==> src/rtl/instruction_fetch_stage.sv <==
// IF stage: owns the PC, presents it to the zero-latency instruction ROM and
// registers {instruction, pc, valid} into IF/ID, with stall, redirect/flush and halt handling.
module instruction_fetch_stage #(
  parameter int unsigned PC_W     = 16,
  parameter int unsigned INSTR_W  = 9,
  parameter int unsigned OP_W     = 5,
  parameter logic [PC_W-1:0] RESET_PC = 16'd1,
  parameter logic [OP_W-1:0] HALT_OP  = 5'b11010
) (
  input  logic               clk,
  input  logic               rst_n,
  input  logic               stall,
  input  logic               redirect,
  input  logic [PC_W-1:0]    redirect_pc,
  input  logic [INSTR_W-1:0] rom_instr,
  output logic [PC_W-1:0]    rom_pc,
  output logic [INSTR_W-1:0] if_id_instr,
  output logic [PC_W-1:0]    if_id_pc,
  output logic               if_id_valid,
  output logic               halted,
  output logic [15:0]        fetch_count
);

  localparam int unsigned CNT_W = 16;

  typedef enum logic [0:0] {
    ST_RUN    = 1'b0,
    ST_HALTED = 1'b1
  } state_e;

  state_e state_q, state_d;

  logic [PC_W-1:0]    pc_q, pc_d;
  logic [INSTR_W-1:0] if_id_instr_q, if_id_instr_d;
  logic [PC_W-1:0]    if_id_pc_q, if_id_pc_d;
  logic               if_id_valid_q, if_id_valid_d;
  logic               halted_q, halted_d;
  logic [CNT_W-1:0]   fetch_count_q, fetch_count_d;

  logic is_halt_c;
  logic flush_c;
  logic accept_c;
  logic drain_c;

  assign is_halt_c = (rom_instr[INSTR_W-1 -: OP_W] == HALT_OP);

  // FSM state register
  always_ff @(posedge clk or negedge rst_n) begin
    if (!rst_n) begin
      state_q <= ST_RUN;
    end else begin
      state_q <= state_d;
    end
  end

  // FSM next state: a halt moves to HALTED only once it is accepted
  always_comb begin
    state_d = state_q;
    case (state_q)
      ST_RUN:    if (!redirect && !stall && is_halt_c) state_d = ST_HALTED;
      ST_HALTED: state_d = ST_HALTED;
      default:   state_d = ST_RUN;
    endcase
  end

  // FSM outputs: per-edge action selects for the datapath
  always_comb begin
    flush_c  = 1'b0;
    accept_c = 1'b0;
    drain_c  = 1'b0;
    case (state_q)
      ST_RUN: begin
        if (redirect)    flush_c  = 1'b1;
        else if (!stall) accept_c = 1'b1;
      end
      ST_HALTED: drain_c = !stall;
      default: ;
    endcase
  end

  // Datapath next state; everything holds unless an action applies
  always_comb begin
    pc_d          = pc_q;
    if_id_instr_d = if_id_instr_q;
    if_id_pc_d    = if_id_pc_q;
    if_id_valid_d = if_id_valid_q;
    halted_d      = halted_q;
    fetch_count_d = fetch_count_q;
    if (flush_c) begin
      pc_d          = redirect_pc;
      if_id_instr_d = '0;
      if_id_pc_d    = '0;
      if_id_valid_d = 1'b0;
    end else if (accept_c) begin
      if_id_instr_d = rom_instr;
      if_id_pc_d    = pc_q;
      if_id_valid_d = 1'b1;
      if (fetch_count_q != {CNT_W{1'b1}}) fetch_count_d = fetch_count_q + CNT_W'(1);
      if (is_halt_c) halted_d = 1'b1;
      else           pc_d     = pc_q + PC_W'(1);
    end else if (drain_c) begin
      if_id_valid_d = 1'b0;
    end
  end

  always_ff @(posedge clk or negedge rst_n) begin
    if (!rst_n) begin
      pc_q          <= RESET_PC;
      if_id_instr_q <= '0;
      if_id_pc_q    <= '0;
      if_id_valid_q <= 1'b0;
      halted_q      <= 1'b0;
      fetch_count_q <= '0;
    end else begin
      pc_q          <= pc_d;
      if_id_instr_q <= if_id_instr_d;
      if_id_pc_q    <= if_id_pc_d;
      if_id_valid_q <= if_id_valid_d;
      halted_q      <= halted_d;
      fetch_count_q <= fetch_count_d;
    end
  end

  assign rom_pc      = pc_q;
  assign if_id_instr = if_id_instr_q;
  assign if_id_pc    = if_id_pc_q;
  assign if_id_valid = if_id_valid_q;
  assign halted      = halted_q;
  assign fetch_count = fetch_count_q;

endmodule

==> config.mk <==
export PLATFORM = sky130hd
export DESIGN_NAME = instruction_fetch_stage
export DESIGN_NICKNAME = d
export VERILOG_FILES = /design/src/rtl/instruction_fetch_stage.sv
export SDC_FILE = /design/constraint.sdc
export NUM_CORES = 1
export LEC_CHECK = 0
export CORE_MARGIN = 2
export CORE_UTILIZATION = 47
export CTS_CLUSTER_SIZE = 8
export DETAILED_ROUTE_END_ITERATION = 12
export GPL_ROUTABILITY_DRIVEN = 0
export GPL_TIMING_DRIVEN = 0
export PLACE_DENSITY_LB_ADDON = 0.08
export SLEW_MARGIN = 20
export SYNTH_ARGS = -nofsm -noshare
export SYNTH_HDL_FRONTEND = slang
export SYNTH_SLANG_ARGS = --single-unit
==> constraint.sdc <==
create_clock -name clk -period 2.5 [get_ports clk]
set_clock_uncertainty 0.05 [all_clocks]
set_input_delay 0.25 -clock clk [delete_from_list [all_inputs] [get_ports clk]]
set_output_delay 0.25 -clock clk [all_outputs]
set_load 0.01 [all_outputs]
==> results.toml, run 1 <==
[timing]
slew_headroom_pct = 36.4
drv_slew = 0
min_period_ns = 2.35
rsz0062_at_grt = "no"
hold_viol_final = 0
period_share_pct = 94.2
max_freq_mhz = 425
setup_violations = 0
worst_slew_pin_slew_ns = 0.947

[cts]
cts_tree = "built"
clk_path_buf_depth = 2
insertion_delay_ns = 0.32
cts.sink_count = 60
cts_max_level = 3
post_cts_buffers = 0
root_buffer = "clkbuf_8"
cts_resized = 0
cts_made_buffers = 9
clk_pin_slew_worst_paths_ns = 0.07

[synth]
synth_area_um2 = 2850
synth_warnings = 0
synth_edf_count = 0
ys_async_sr_fraction_pct = 100
synth.avg_cell_area_um2 = 9.43
yosys-top-cells-area = "dfrtp_1 52%, nand2_1 8.4%, nand3_1 6.0%, xor2_1 4.9%, o21ai_0 2.3%"
syn-instance-count = 302
post-synth-top-count-cell = "nand2_1"
ys_ff_latch = 60
synth_top_area_share_pct = 51.8
synthesis.nets = 333
synthTopCellsByCount = "64 x nand2_1, 59 x dfrtp_1, 34 x nand3_1, 16 x nor2_1, 16 x xor2_1"
synth_seq_area_share_pct = 52.8
synth_top_flop_cell = "dfrtp_1"
synth.distinct_cells = 42
yosys.area.top_type = "dfrtp_1"

[placed_design]
dp_hpwl_um = 5290
dp.cells = 464
port_buffers = 86

[finish]
final_nets = 432
fin_cells = 481
syn2layout_area_growth_pct = 41.2
layout-drive-gt1-share_pct = 5.67
final_util_pct = 68.3
num_antenna_cells = 0

[floorplanning]
die_area_um2 = 6700
start_util_pct = 48.4
die_h_um = 81.8
die_x_um = 81.8
core_um2 = 5890
rows = 28
top_level_ports = 88

[critical_path]
start_kind = "register"
endpoint_kind = "register"
crit_required_ns = 2.65
path_buf_inv = 0
cp_top_family = "compound AO/OA/AOI/OAI gates"
crit_type = "reg -> reg"
critPathSlowestCell = "or4b_2"
reg2reg_from = "rom_pc[0]"
cp.arrival_ns = 2.51
crit_chain = "ha_1 > or4b_2 > a21oi_1 > a31oi_1 > a221o_1"
worstRegToRegCells = 5
reg2reg_to = "rom_pc[12]"
crit_fanout = 5
slowest_delay_ns = 0.61
rrSetupSlack_ns = 0.15

[global_route]
antenna_found_initial = 0
gr-max-usage-layer = "met2"
grt_util_met3_pct = 4.73
grtUsageTotal_pct = 23.0
grt_util_met1_pct = 31.6
grt_use_met2_pct = 35.8
overflow = 0
grt_max_degree = 39
grt_pass1_wl_um = 11900
first_global_vias = 2485

[outcome]
outcome = "completed"

[route]
wirelength_um = 7060
firstDrtPassIters = 4
avgViaCountPerCell = 5.33
initialDrtViolationCount = 144
vias = 2566
wire_per_inst_um = 14.7
drc = 0
drt.antenna.violating_nets = 0

[flow_run]
maxCapViolCount = 0

[power_and_ir_drop]
p_leak_nw = 1.78
ir_drop_mv = 0.370
pwr_density_cell_nw_per_um2 = 721

[worst_hold_path]
worstHoldPathType = "in -> async"
-- state kept, by name, indices dropped and copies added (netlist names) --
name         count
halted           1
if_id_valid      1
state_q          1
rom_pc          16
if_id_instr      9
fetch_count     16
if_id_pc        16
-- how the worst max path moves through the flow --
stage                     cells after the start  startpoint  slack (ns)    endpoint
after CTS                                     5   rom_pc[0]        0.11  rom_pc[12]
after floorplan                               5   rom_pc[0]        0.39  rom_pc[12]
after global routing                          5   rom_pc[0]        0.05  rom_pc[12]
after detailed placement                      7    redirect       -0.02  rom_pc[11]
after global placement                        1       rst_n       -0.80  rom_pc[12]
final                                         5   rom_pc[0]        0.15  rom_pc[12]
-- cells in the final DEF (no fill, tap or decap), types with 4 or more instances in the layout --
| master | netlist | routed |
|---|---|---|
| nand4_1 | 4 | 4 |
| a21oi_1 | 4 | 4 |
| and3_1 | 5 | 5 |
| a31oi_1 | 9 | 9 |
| clkbuf_1 | 12 | 14 |
| nand2_1 | 64 | 64 |
| dfrtp_1 | 59 | 59 |
| o21ai_0 | 13 | 13 |
| nor2_1 | 16 | 16 |
| buf_1 | 4 | 4 |
| or3_1 | 5 | 5 |
| clkdlybuf4s50_1 | 0 | 85 |
| xor2_1 | 16 | 16 |
| or4_1 | 4 | 4 |
| nor3_1 | 8 | 8 |
| clkbuf_8 | 0 | 13 |
| nand3_1 | 34 | 34 |
| nor3b_1 | 4 | 4 |
-- repair_timing --
action,4_1_cts,5_1_grt
hold buffers,1,0
endpoints found under the hold margin,22,0
endpoints found under the setup margin,0,0
-- cell type report --
class                      count  area, um^2
clock inverter                 1        5.00
clock buffer                  15         186
tap                           75        93.8
timing repair buffer          88         888
fill                         492        1860
multi-input combinational    222        1250
inverter                       2        7.51
buffer                        18        82.6
sequential                    60        1500
-- cell families after synthesis --
kind of cell / Yosys count / share of synthesized area (%)
simple gates: 160 / 27.7
flops: 60 / 52.8
compound gates: 39 / 8.88
buf+inv: 20 / 3.16
xor+xnor: 19 / 5.84
mux: 2 / 0.747
fa+ha+maj: 2 / 0.879
-- metal layers --
| layer | vias to the layer above | share of wire [%] |
|---|---|---|
| li1 | 1268 | - |
| met1 | 1217 | 46 |
| met2 | 75 | 48 |
| met3 | 6 | 5.2 |
| met4 | 0 | 1.1 |
| met5 | - | 0 |
-- power by group --
part / switching (W) / leakage [nW] / total (W) / internal, W
logic: 0.000342 / 0.920 / 0.000776 / 0.000434
clock network: 0.000348 / 0.0997 / 0.000816 / 0.000468
registers: 0.000182 / 0.760 / 0.00131 / 0.00113
-- metrics by stage --
step / setup WS (ns) / power [W] / setup TNS [ns] / cell area [um^2] / hold slack [ns]
after detailed placement: -0.0171 / 0.00210 / -0.0171 / 3820 / 0.113
after floorplan: 0.394 / 0.00163 / 0 / 2850 / -0.0956
after global placement: -0.803 / 0.00208 / -47.29 / 3800 / 0.402
final: 0.146 / 0.00290 / 0 / 4020 / 0.310
after CTS: 0.106 / 0.00292 / 0 / 4020 / 0.311
after global routing: 0.0519 / 0.00306 / 0 / 4020 / 0.344
Note: power is estimated with default switching activity, not from simulation.
==> run 2: changes to the inputs <==
- CORE_ASPECT_RATIO: default -> 1.25
==> run 2 against run 1 <==
Critical path type unchanged. Routed wire length increased by 2.9%. Die area about the same. Largest power group unchanged. Combinational power barely moved. Critical path depth unchanged. Worst setup slack improved by 0.0057 ns. Cell count fell by 1.9%. Critical endpoint unchanged. Via count increased by 3.1%.
==> results.toml, run 2 (synthesis results as in run 1) <==
[power_and_ir_drop]
p_leak_nw = 1.79
p_total_w = 0.00305
pwr_density_cell_nw_per_um2 = 756
ir_drop_mv = 0.430

[route]
initialDrtViolationCount = 138
vias = 2645
firstDrtPassIters = 4
wire_per_inst_um = 15.4
wirelength_um = 7270
avgViaCountPerCell = 5.60
drc = 0
drt.antenna.violating_nets = 0

[timing]
rsz0062_at_grt = "no"
drv_slew = 0
worst_slew_pin_slew_ns = 0.875
hold_viol_final = 0
hold_slack_ns = 0.299
max_freq_mhz = 426
slew_headroom_pct = 41.2
fin_ws_ns = 0.152
min_period_ns = 2.35
tns_ns = 0
setup_violations = 0
period_share_pct = 93.9

[flow_run]
maxCapViolCount = 0

[worst_hold_path]
worstHoldPathType = "in -> async"

[cts]
cts_resized = 0
clk_pin_slew_worst_paths_ns = 0.07
post_cts_buffers = 0
cts.sink_count = 60
cts_max_level = 3
clk_path_buf_depth = 2
cts_hold_buf = 1
cts_made_buffers = 9
insertion_delay_ns = 0.33
cts_tree = "built"
root_buffer = "clkbuf_8"

[finish]
fillers = 474
num_antenna_cells = 0
layout_commonest_cell = "clkdlybuf4s50_1"
fin_cells = 472
syn2layout_area_growth_pct = 41.7
final_nets = 432
layout-drive-gt1-share_pct = 5.91
layout_common_cells = "85 x clkdlybuf4s50_1, 64 x nand2_1, 59 x dfrtp_1"

[critical_path]
crit_type = "reg -> reg"
endpoint_kind = "register"
cp.arrival_ns = 2.52
crit_required_ns = 2.67
start_kind = "register"
crit_fanout = 5

[global_route]
overflow = 0
first_global_vias = 2491
antenna_found_initial = 0
grt_pass1_wl_um = 11900
grt_max_degree = 40
grtUsageTotal_pct = 23.0

[outcome]
outcome = "completed"

[floorplanning]
die_area_um2 = 6700
die_h_um = 91.0
start_util_pct = 48.9
top_level_ports = 88
core_um2 = 5820
die_x_um = 73.6
rows = 31

[placed_design]
dp_slack_ns = -0.0568
dp.cells = 455
dp_hpwl_um = 5310
port_buffers = 86
-- run 2: routing by layer --
metal | up-vias | track usage [%] | wire length (um) | part of all wire (%)
met4 | 0 | 7.27 | 85 | 1.2
met2 | 94 | 37.8 | 3690 | 51
met5 | - | 0 | 0 | 0
li1 | 1267 | - | - | -
met1 | 1277 | 29.4 | 3080 | 42
met3 | 7 | 5.44 | 417 | 5.7
-- run 2: cell type report --
| class | count | area [um^2] | share of cell area, % |
|---|---|---|---|
| clock buffer | 11 | 141 | 3.50 |
| timing repair buffer | 88 | 888 | 22.0 |
| clock inverter | 5 | 75.1 | 1.86 |
| multi-input combinational | 222 | 1250 | 31.1 |
| buffer | 18 | 82.6 | 2.05 |
| sequential | 60 | 1500 | 37.2 |
| inverter | 2 | 7.51 | 0.186 |
| tap | 66 | 82.6 | 2.05 |
-- run 2: path summary, 6_finish.rpt --
| path | endpoint | depth (start not counted) | from | slack, ns |
|---|---|---|---|---|
| worst max-delay path | rom_pc[12] | 5 | rom_pc[0] | 0.15 |
| worst min-delay path | fetch_count[7] | 2 | rst_n | 0.30 |
| worst max register to register | rom_pc[12] | 5 | rom_pc[0] | 0.15 |
| worst min register to register | halted | 1 | halted | 0.42 |
| max in group asynchronous | rom_pc[7] | 3 | rst_n | 1.60 |
| min in group clk | state_q | 2 | rom_instr[7] | 0.31 |
-- run 2: metrics by stage --
step           utilization, %  area, um^2
3_5_place_dp             65.5        3810
3_3_place_gp             65.2        3790
5_1_grt                  69.4        4040
6_report                 69.4        4040
2_1_floorplan               -        2850
4_1_cts                  69.4        4040
-- run 2: critical path, cell delays in order (launching register included) --
cell     delay, ns
dfstp_2       0.58
ha_1          0.18
or4b_2        0.60
a21oi_1       0.39
a31oi_1       0.15
a221o_1       0.28
-- run 2: power breakdown --
part / leakage [nW] / internal, W / switching, W
combinational: 0.920 / 0.000435 / 0.000343
sequential: 0.760 / 0.00113 / 0.000183
clock: 0.113 / 0.000584 / 0.000382
